[src/rtl/if_id_buffer_if.sv]
// IF/ID handshake bundle: fetch-side push, decode-side head/consume, flush and bubble counter.
interface if_id_buffer_if;
  logic [31:0] pc_if_i;
  logic [31:0] instr_if_i;
  logic        valid_if_i;
  logic        stall_if_o;
  logic [31:0] pc_id_o;
  logic [31:0] instr_id_o;
  logic        is_compressed_id_o;
  logic        valid_id_o;
  logic        ready_id_i;
  logic        flush_i;
  logic [31:0] bubble_cnt_o;

  modport master (
    output pc_if_i, instr_if_i, valid_if_i, ready_id_i, flush_i,
    input  stall_if_o, pc_id_o, instr_id_o, is_compressed_id_o, valid_id_o, bubble_cnt_o
  );

  modport slave (
    input  pc_if_i, instr_if_i, valid_if_i, ready_id_i, flush_i,
    output stall_if_o, pc_id_o, instr_id_o, is_compressed_id_o, valid_id_o, bubble_cnt_o
  );
endinterface

[src/rtl/if_id_buffer.sv]
// Two-entry IF/ID skid FIFO with flush; outputs depend only on registered state.
// Optional decode-starvation counter enabled by macro IF_ID_BUBBLE_CNT_EN.
module if_id_buffer (
  input  logic           clk_i,
  input  logic           rst_n_i,
  if_id_buffer_if.slave  bus
);

  localparam logic [31:0] NOP = 32'h0000_0013;

  logic [31:0] pc_q    [2];
  logic [31:0] instr_q [2];
  logic        wr_ptr_q;
  logic        rd_ptr_q;
  logic [1:0]  count_q;

  logic full;
  logic empty;
  logic push;
  logic pop;

  assign full  = (count_q == 2'd2);
  assign empty = (count_q == 2'd0);
  assign push  = bus.valid_if_i & ~full & ~bus.flush_i;
  assign pop   = ~empty & bus.ready_id_i & ~bus.flush_i;

  // Storage needs no reset: it is never visible while count_q is zero.
  always_ff @(posedge clk_i) begin
    if (push) begin
      pc_q[wr_ptr_q]    <= bus.pc_if_i;
      instr_q[wr_ptr_q] <= bus.instr_if_i;
    end
  end

  always_ff @(posedge clk_i or negedge rst_n_i) begin
    if (!rst_n_i) begin
      wr_ptr_q <= 1'b0;
      rd_ptr_q <= 1'b0;
      count_q  <= 2'd0;
    end else if (bus.flush_i) begin
      wr_ptr_q <= 1'b0;
      rd_ptr_q <= 1'b0;
      count_q  <= 2'd0;
    end else begin
      if (push) wr_ptr_q <= ~wr_ptr_q;
      if (pop)  rd_ptr_q <= ~rd_ptr_q;
      if (push && !pop)      count_q <= count_q + 2'd1;
      else if (pop && !push) count_q <= count_q - 2'd1;
    end
  end

  assign bus.stall_if_o         = full;
  assign bus.valid_id_o         = ~empty;
  assign bus.pc_id_o            = empty ? 32'h0 : pc_q[rd_ptr_q];
  assign bus.instr_id_o         = empty ? NOP   : instr_q[rd_ptr_q];
  assign bus.is_compressed_id_o = (bus.instr_id_o[1:0] != 2'b11);

`ifdef IF_ID_BUBBLE_CNT_EN
  logic [31:0] bubble_cnt_q;

  always_ff @(posedge clk_i or negedge rst_n_i) begin
    if (!rst_n_i) begin
      bubble_cnt_q <= 32'h0;
    end else if (bus.ready_id_i && empty && (bubble_cnt_q != 32'hFFFF_FFFF)) begin
      bubble_cnt_q <= bubble_cnt_q + 32'd1;
    end
  end

  assign bus.bubble_cnt_o = bubble_cnt_q;
`else
  assign bus.bubble_cnt_o = 32'h0;
`endif

endmodule
[src/flat_wrapper.sv]
// flat-port wrapper written by rule: the top's interface ports become plain ports
module if_id_buffer_flat 
  (clk_i, rst_n_i, bus_pc_if_i, bus_instr_if_i, bus_valid_if_i, bus_ready_id_i, bus_flush_i, bus_stall_if_o, bus_pc_id_o, bus_instr_id_o, bus_is_compressed_id_o, bus_valid_id_o, bus_bubble_cnt_o);
  if_id_buffer_if bus_i ();
  input  logic clk_i;
  input  logic rst_n_i;
  input wire logic [$bits(bus_i.pc_if_i)-1:0] bus_pc_if_i;
  input wire logic [$bits(bus_i.instr_if_i)-1:0] bus_instr_if_i;
  input wire logic [$bits(bus_i.valid_if_i)-1:0] bus_valid_if_i;
  input wire logic [$bits(bus_i.ready_id_i)-1:0] bus_ready_id_i;
  input wire logic [$bits(bus_i.flush_i)-1:0] bus_flush_i;
  output wire logic [$bits(bus_i.stall_if_o)-1:0] bus_stall_if_o;
  output wire logic [$bits(bus_i.pc_id_o)-1:0] bus_pc_id_o;
  output wire logic [$bits(bus_i.instr_id_o)-1:0] bus_instr_id_o;
  output wire logic [$bits(bus_i.is_compressed_id_o)-1:0] bus_is_compressed_id_o;
  output wire logic [$bits(bus_i.valid_id_o)-1:0] bus_valid_id_o;
  output wire logic [$bits(bus_i.bubble_cnt_o)-1:0] bus_bubble_cnt_o;
  assign bus_i.pc_if_i = bus_pc_if_i;
  assign bus_i.instr_if_i = bus_instr_if_i;
  assign bus_i.valid_if_i = bus_valid_if_i;
  assign bus_i.ready_id_i = bus_ready_id_i;
  assign bus_i.flush_i = bus_flush_i;
  assign bus_stall_if_o = bus_i.stall_if_o;
  assign bus_pc_id_o = bus_i.pc_id_o;
  assign bus_instr_id_o = bus_i.instr_id_o;
  assign bus_is_compressed_id_o = bus_i.is_compressed_id_o;
  assign bus_valid_id_o = bus_i.valid_id_o;
  assign bus_bubble_cnt_o = bus_i.bubble_cnt_o;
  if_id_buffer u_core (.clk_i(clk_i), .rst_n_i(rst_n_i), .bus(bus_i));
endmodule
[config.mk]
export PLATFORM = sky130hd
export DESIGN_NAME = if_id_buffer_flat
export DESIGN_NICKNAME = d
export VERILOG_FILES = /design/src/rtl/if_id_buffer_if.sv /design/src/rtl/if_id_buffer.sv /design/src/flat_wrapper.sv
export SDC_FILE = /design/constraint.sdc
export NUM_CORES = 1
export LEC_CHECK = 0
export CAP_MARGIN = 20
export CORE_AREA = 2 2 116 118
export DETAILED_ROUTE_END_ITERATION = 16
export DIE_AREA = 0 0 118 120
export GPL_TIMING_DRIVEN = 1
export PLACE_DENSITY = 0.75
export REMOVE_ABC_BUFFERS = 1
export SLEW_MARGIN = 10
export SYNTH_ARGS = -nofsm -noshare
export SYNTH_HDL_FRONTEND = slang
export SYNTH_SLANG_ARGS = --single-unit
[constraint.sdc]
create_clock -name clk_i -period 6.3 [get_ports clk_i]
set_input_delay 1.575 -clock clk_i [delete_from_list [all_inputs] [get_ports clk_i]]
set_output_delay 1.575 -clock clk_i [all_outputs]
set_load 0.03 [all_outputs]
* Word level (Yosys, flattened, before mapping)
Memories as Yosys holds them, arrays and structs flattened.
Cells that the tools add are included.
** Operators by class
- Equal/unequal tests :: 2
- Multiplexer cells :: 11
- Add/subtract/negate cells :: 2
- Reductions and logical operators :: 8
- Div/mod/pow operators :: 0
- Shift operators :: 0
- Bitwise operators :: 9
- $lt $le $gt $ge :: 0
- $mul :: 0
** Operators by type and width (count)
- 2-to-1 mux 32 bit :: 2
- 2-to-1 mux 1 bit :: 6
- 2-to-1 mux 2 bit :: 3
- NOT 1 bit :: 5
- bitwise AND 1 bit :: 4
- nonzero test 2 bit :: 2
- nonzero test 3 bit :: 1
- adder 2 x 1 -> 2 bit, second input constant :: 1
- equality test 2 bit, second input constant :: 1
- logical AND 1 bit :: 2
- logical NOT 1 bit :: 2
- logical NOT 2 bit :: 1
- != test 2 bit, second input constant :: 1
- subtractor 2 x 1 -> 2 bit, second input constant :: 1
** Word-level totals
- ROM bits :: 0
- Bits in registers :: 4
- Memories :: 2
- Bits in latches :: 0
- Input port bits :: 69
- RAM bits :: 128
- Word-level logic and storage cells :: 37
- Output and inout port bits :: 99
** Memory list
- u_core.instr_q :: depth 2, width 32, rd ports 1, clocked after Yosys merged registers in 0, wr ports 1, RTL line if_id_buffer.sv:12 : logic [31:0] instr_q [2];
- u_core.pc_q :: depth 2, width 32, rd ports 1, clocked after Yosys merged registers in 0, wr ports 1, RTL line if_id_buffer.sv:11 : logic [31:0] pc_q [2];

* Longest topological paths before layout
- Depth after elaboration :: 9
- Gate-level depth with buffers :: 5

* Worst setup path after synthesis
OpenSTA, ideal clock, no wires.
- Kind :: input -> register
- Start point :: input port bus_valid_if_i
- End point :: memory u_core.instr_q[1][0] (enable)
- Slack :: -0.581 ns
- Setup time :: 0.578 ns
- Data arrival time :: 6.303 ns
- Data required time :: 5.722 ns
- Cell stages on the path :: 2
- Cell sequence :: nand2_1 > nor3b_1
** Between the ends
- Longest elaborated chain between the ends :: 4
** RTL lines
- start: declaration :: RTL line flat_wrapper.sv:9 : input wire logic [$bits(bus_i.valid_if_i)-1:0] bus_valid_if_i;
- bitwise AND 1 bit (2 in a row) :: RTL line if_id_buffer.sv:24 : assign push = bus.valid_if_i & ~full & ~bus.flush_i;
- 2-to-1 mux 1 bit :: RTL line if_id_buffer.sv:29 : if (push) begin
- 2-to-1 mux 1 bit (not written as such) :: RTL line if_id_buffer.sv:31 : instr_q[wr_ptr_q] <= bus.instr_if_i;
- end: declaration :: RTL line if_id_buffer.sv:12
No other way between the ends.

* Final worst setup path
- Start point :: register u_core.count_q[0]
- End point :: output port bus_instr_id_o[17]
** Between the ends
- Longest elaborated chain between the ends :: 2
** RTL lines
- start: declaration :: RTL line if_id_buffer.sv:15 : logic [1:0] count_q;
- start signal: assignment :: RTL line if_id_buffer.sv:47 : if (push && !pop) count_q <= count_q + 2'd1;
- start signal: assignment :: RTL line if_id_buffer.sv:48 : else if (pop && !push) count_q <= count_q - 2'd1;
- logical NOT 2 bit :: RTL line if_id_buffer.sv:23 : assign empty = (count_q == 2'd0);
- 2-to-1 mux 32 bit :: RTL line if_id_buffer.sv:55 : assign bus.instr_id_o = empty ? NOP : instr_q[rd_ptr_q];
- end: declaration :: RTL line flat_wrapper.sv:14 : output wire logic [$bits(bus_i.instr_id_o)-1:0] bus_instr_id_o;
No other way between the ends.

==> results.cfg <==
[floorplan]
chipWidth_um = 118
die_h_um = 120
dieArea_um2 = 14200
ioPinCount = 168
initial_core_util_pct = 40.9
core_area_um2 = 13000
row_count = 42

[placed_design]
dp_slack_ps = 2470
dp_hpwl_um = 6320
dp.cells = 632
port_buffers = 135
gp_congestion = 0.663

[timing]
relSlewSlack_pct = 39.9
finalCritPeriodShare_pct = 67.0
period_minus_slack_ps = 4220
fin_setup_tns_ps = 0
setup_ws_ps = 2080
hold_viol_final = 0
max_freq_mhz = 237
rsz0062_at_grt = no
worst_slew_pin_slew_ps = 901
clock_skew_ps = 6.39
setup_viol = 0
finalMaxSlewViolations = 0
hold_ws_ps = 591

[critical_path]
cp.arrival_ps = 2640
crit-reg2reg-launch = u_core.count_q[0]
path_class = flop to primary output
ff2ff_path_depth = 4
r2r_slack_ps = 4200
worstPathMaxFanout = 34
worstReg2RegEnd = u_core.instr_q[1][30]
crit_path_end_kind = primary output
required_ps = 4720
cp-start-kind = flop

[synth]
postSynthAreaPerCell_um2 = 15.9
synth_top_cell_by_area = edfxtp_1
async_reset_ff_share_pct = 3.03
synth-seq-cells = 132
synth_cell_type_count = 23
ys.flop_type = edfxtp_1
synth_most_common_cell = edfxtp_1
synth_edf_count = 128
yosysSeqAreaShare_pct = 74.4
synth_area_um2 = 5300
synthTopCellsByArea = edfxtp_1, mux2i_1, buf_4, nor2_1, dfrtp_1
yosysTopAreaCellShare_pct = 72.5
synth_warnings = 0
netlist_top_cells_count = edfxtp_1, mux2i_1, nor2_1
syn_inst = 333

[min_path]
hold_start = u_core.wr_ptr_q
hp-class = flop to flop
holdPathStages = 2
worst_hold_path.endpoint = u_core.wr_ptr_q

[route]
finalWirelength_um = 9910
vias_per_cell = 4.55
ant_nets = 0
vias = 3029
drcViolationCount = 0
first_pass_iters = 5
drt_iter0_drc = 201
drt-wirelength-per-cell_um = 14.9

[final_layout]
nFillCells = 1057
final_cells = 665
syn2layout_area_growth_pct = 39.9
nets = 545
multi_input_area_um2 = 1160
n_antenna_cell = 0
drive_gt1_share_pct = 8.38
register_area_um2 = 3950

[clock_network]
cts-buffers-inserted = 17
cts_hold_buf = 0
cts_tree = yes
clkLatencyLatePin_ps = 410
cts-root-buf = clkbuf_16
htreeDepth = 4
post-cts-setup-buffers = 0
clkSinkCount = 132
cts.repair.resized = 0
cts.reportedPaths.clkPinSlew_ps = 50
clock_path_buffers = 2

[pwr]
total_power_w = 0.00244
p_leak_nw = 2.54
vdd_drop_max_mv = 0.199
power_density_nw_per_um2 = 329

[outcome]
status = completed

[global_routing]
antenna_found_initial = 1
grt_pass1_wl_um = 15600
grt_overflow = 0
grtUsageTotal_pct = 14.4
first_global_vias = 3146
grt_max_degree = 68

[job]
drv_cap = 0
[registers in the layout (all words and copies together) (netlist names)]
register and count:
u_core.count_q 2, u_core.rd_ptr_q 1, u_core.wr_ptr_q 1, u_core.instr_q 64, u_core.pc_q 64
[worst max path at each step]
stage                                  from                      to  slack, ps
after global placement      u_core.rd_ptr_q  bus_is_compressed_id_o       2400
after global routing      u_core.count_q[0]      bus_instr_id_o[17]       1900
final                     u_core.count_q[0]      bus_instr_id_o[17]       2080
after floorplan              bus_valid_if_i    u_core.instr_q[1][0]       -580
after CTS                   u_core.rd_ptr_q  bus_is_compressed_id_o       2000
after detailed placement    u_core.rd_ptr_q      bus_instr_id_o[21]       2470
[layout by cell type, fill, tap and decap left out, types with 4 or more instances in the layout]
master           count
mux2i_1             65
clkbuf_8             6
nand2_1              5
edfxtp_1           128
clkdlybuf4s50_1    135
bufinv_16            5
a21oi_1              4
conb_1              32
clkbuf_16           17
nor2_1              63
[through the flow]
stage	util (%)	area, um2
after floorplan	-	5100
after global placement	51.7	6710
after detailed placement	51.7	6710
after CTS	56.9	7390
after global routing	57.2	7420
final	57.2	7420
[metal layers]
metal,vias up,track usage [%],wire length (um)
met5,-,0,16
li1,1444,-,-
met4,2,7.30,204
met2,128,23.9,4970
met1,1434,16.4,4080
met3,21,5.28,638
[worst max-delay path, stage by stage (launching register included)]
cell	delay, ps
dfrtp_1	450
nor2_4	580
buf_4	440
nor2_1	110
clkdlybuf4s50_1	620
[area by class of cell]
| cell class | instances | area share, % |
|---|---|---|
| clock buffers | 24 | 6.90 |
| multi-input cells | 183 | 15.6 |
| clock inverters | 8 | 2.26 |
| flip-flops and latches | 132 | 53.2 |
| repair buffers | 139 | 18.9 |
| inverters | 3 | 0.152 |
| well taps | 176 | 2.97 |
[cell families after synthesis]
logic type,count (synthesis),synth area share (%)
compound gates,9,1.01
other cells,1,0.0707
mux,65,12.3
buf+inv,49,6.32
simple gates,76,5.80
xor+xnor,1,0.165
flops,132,74.4
[report_power, final]
part | internal [W] | switching [W]
logic | 0.000135 | 0.000184
clock network | 0.000764 | 0.000340
registers | 0.00100 | 0.0000184
Note: power is estimated with default switching activity, not from simulation.
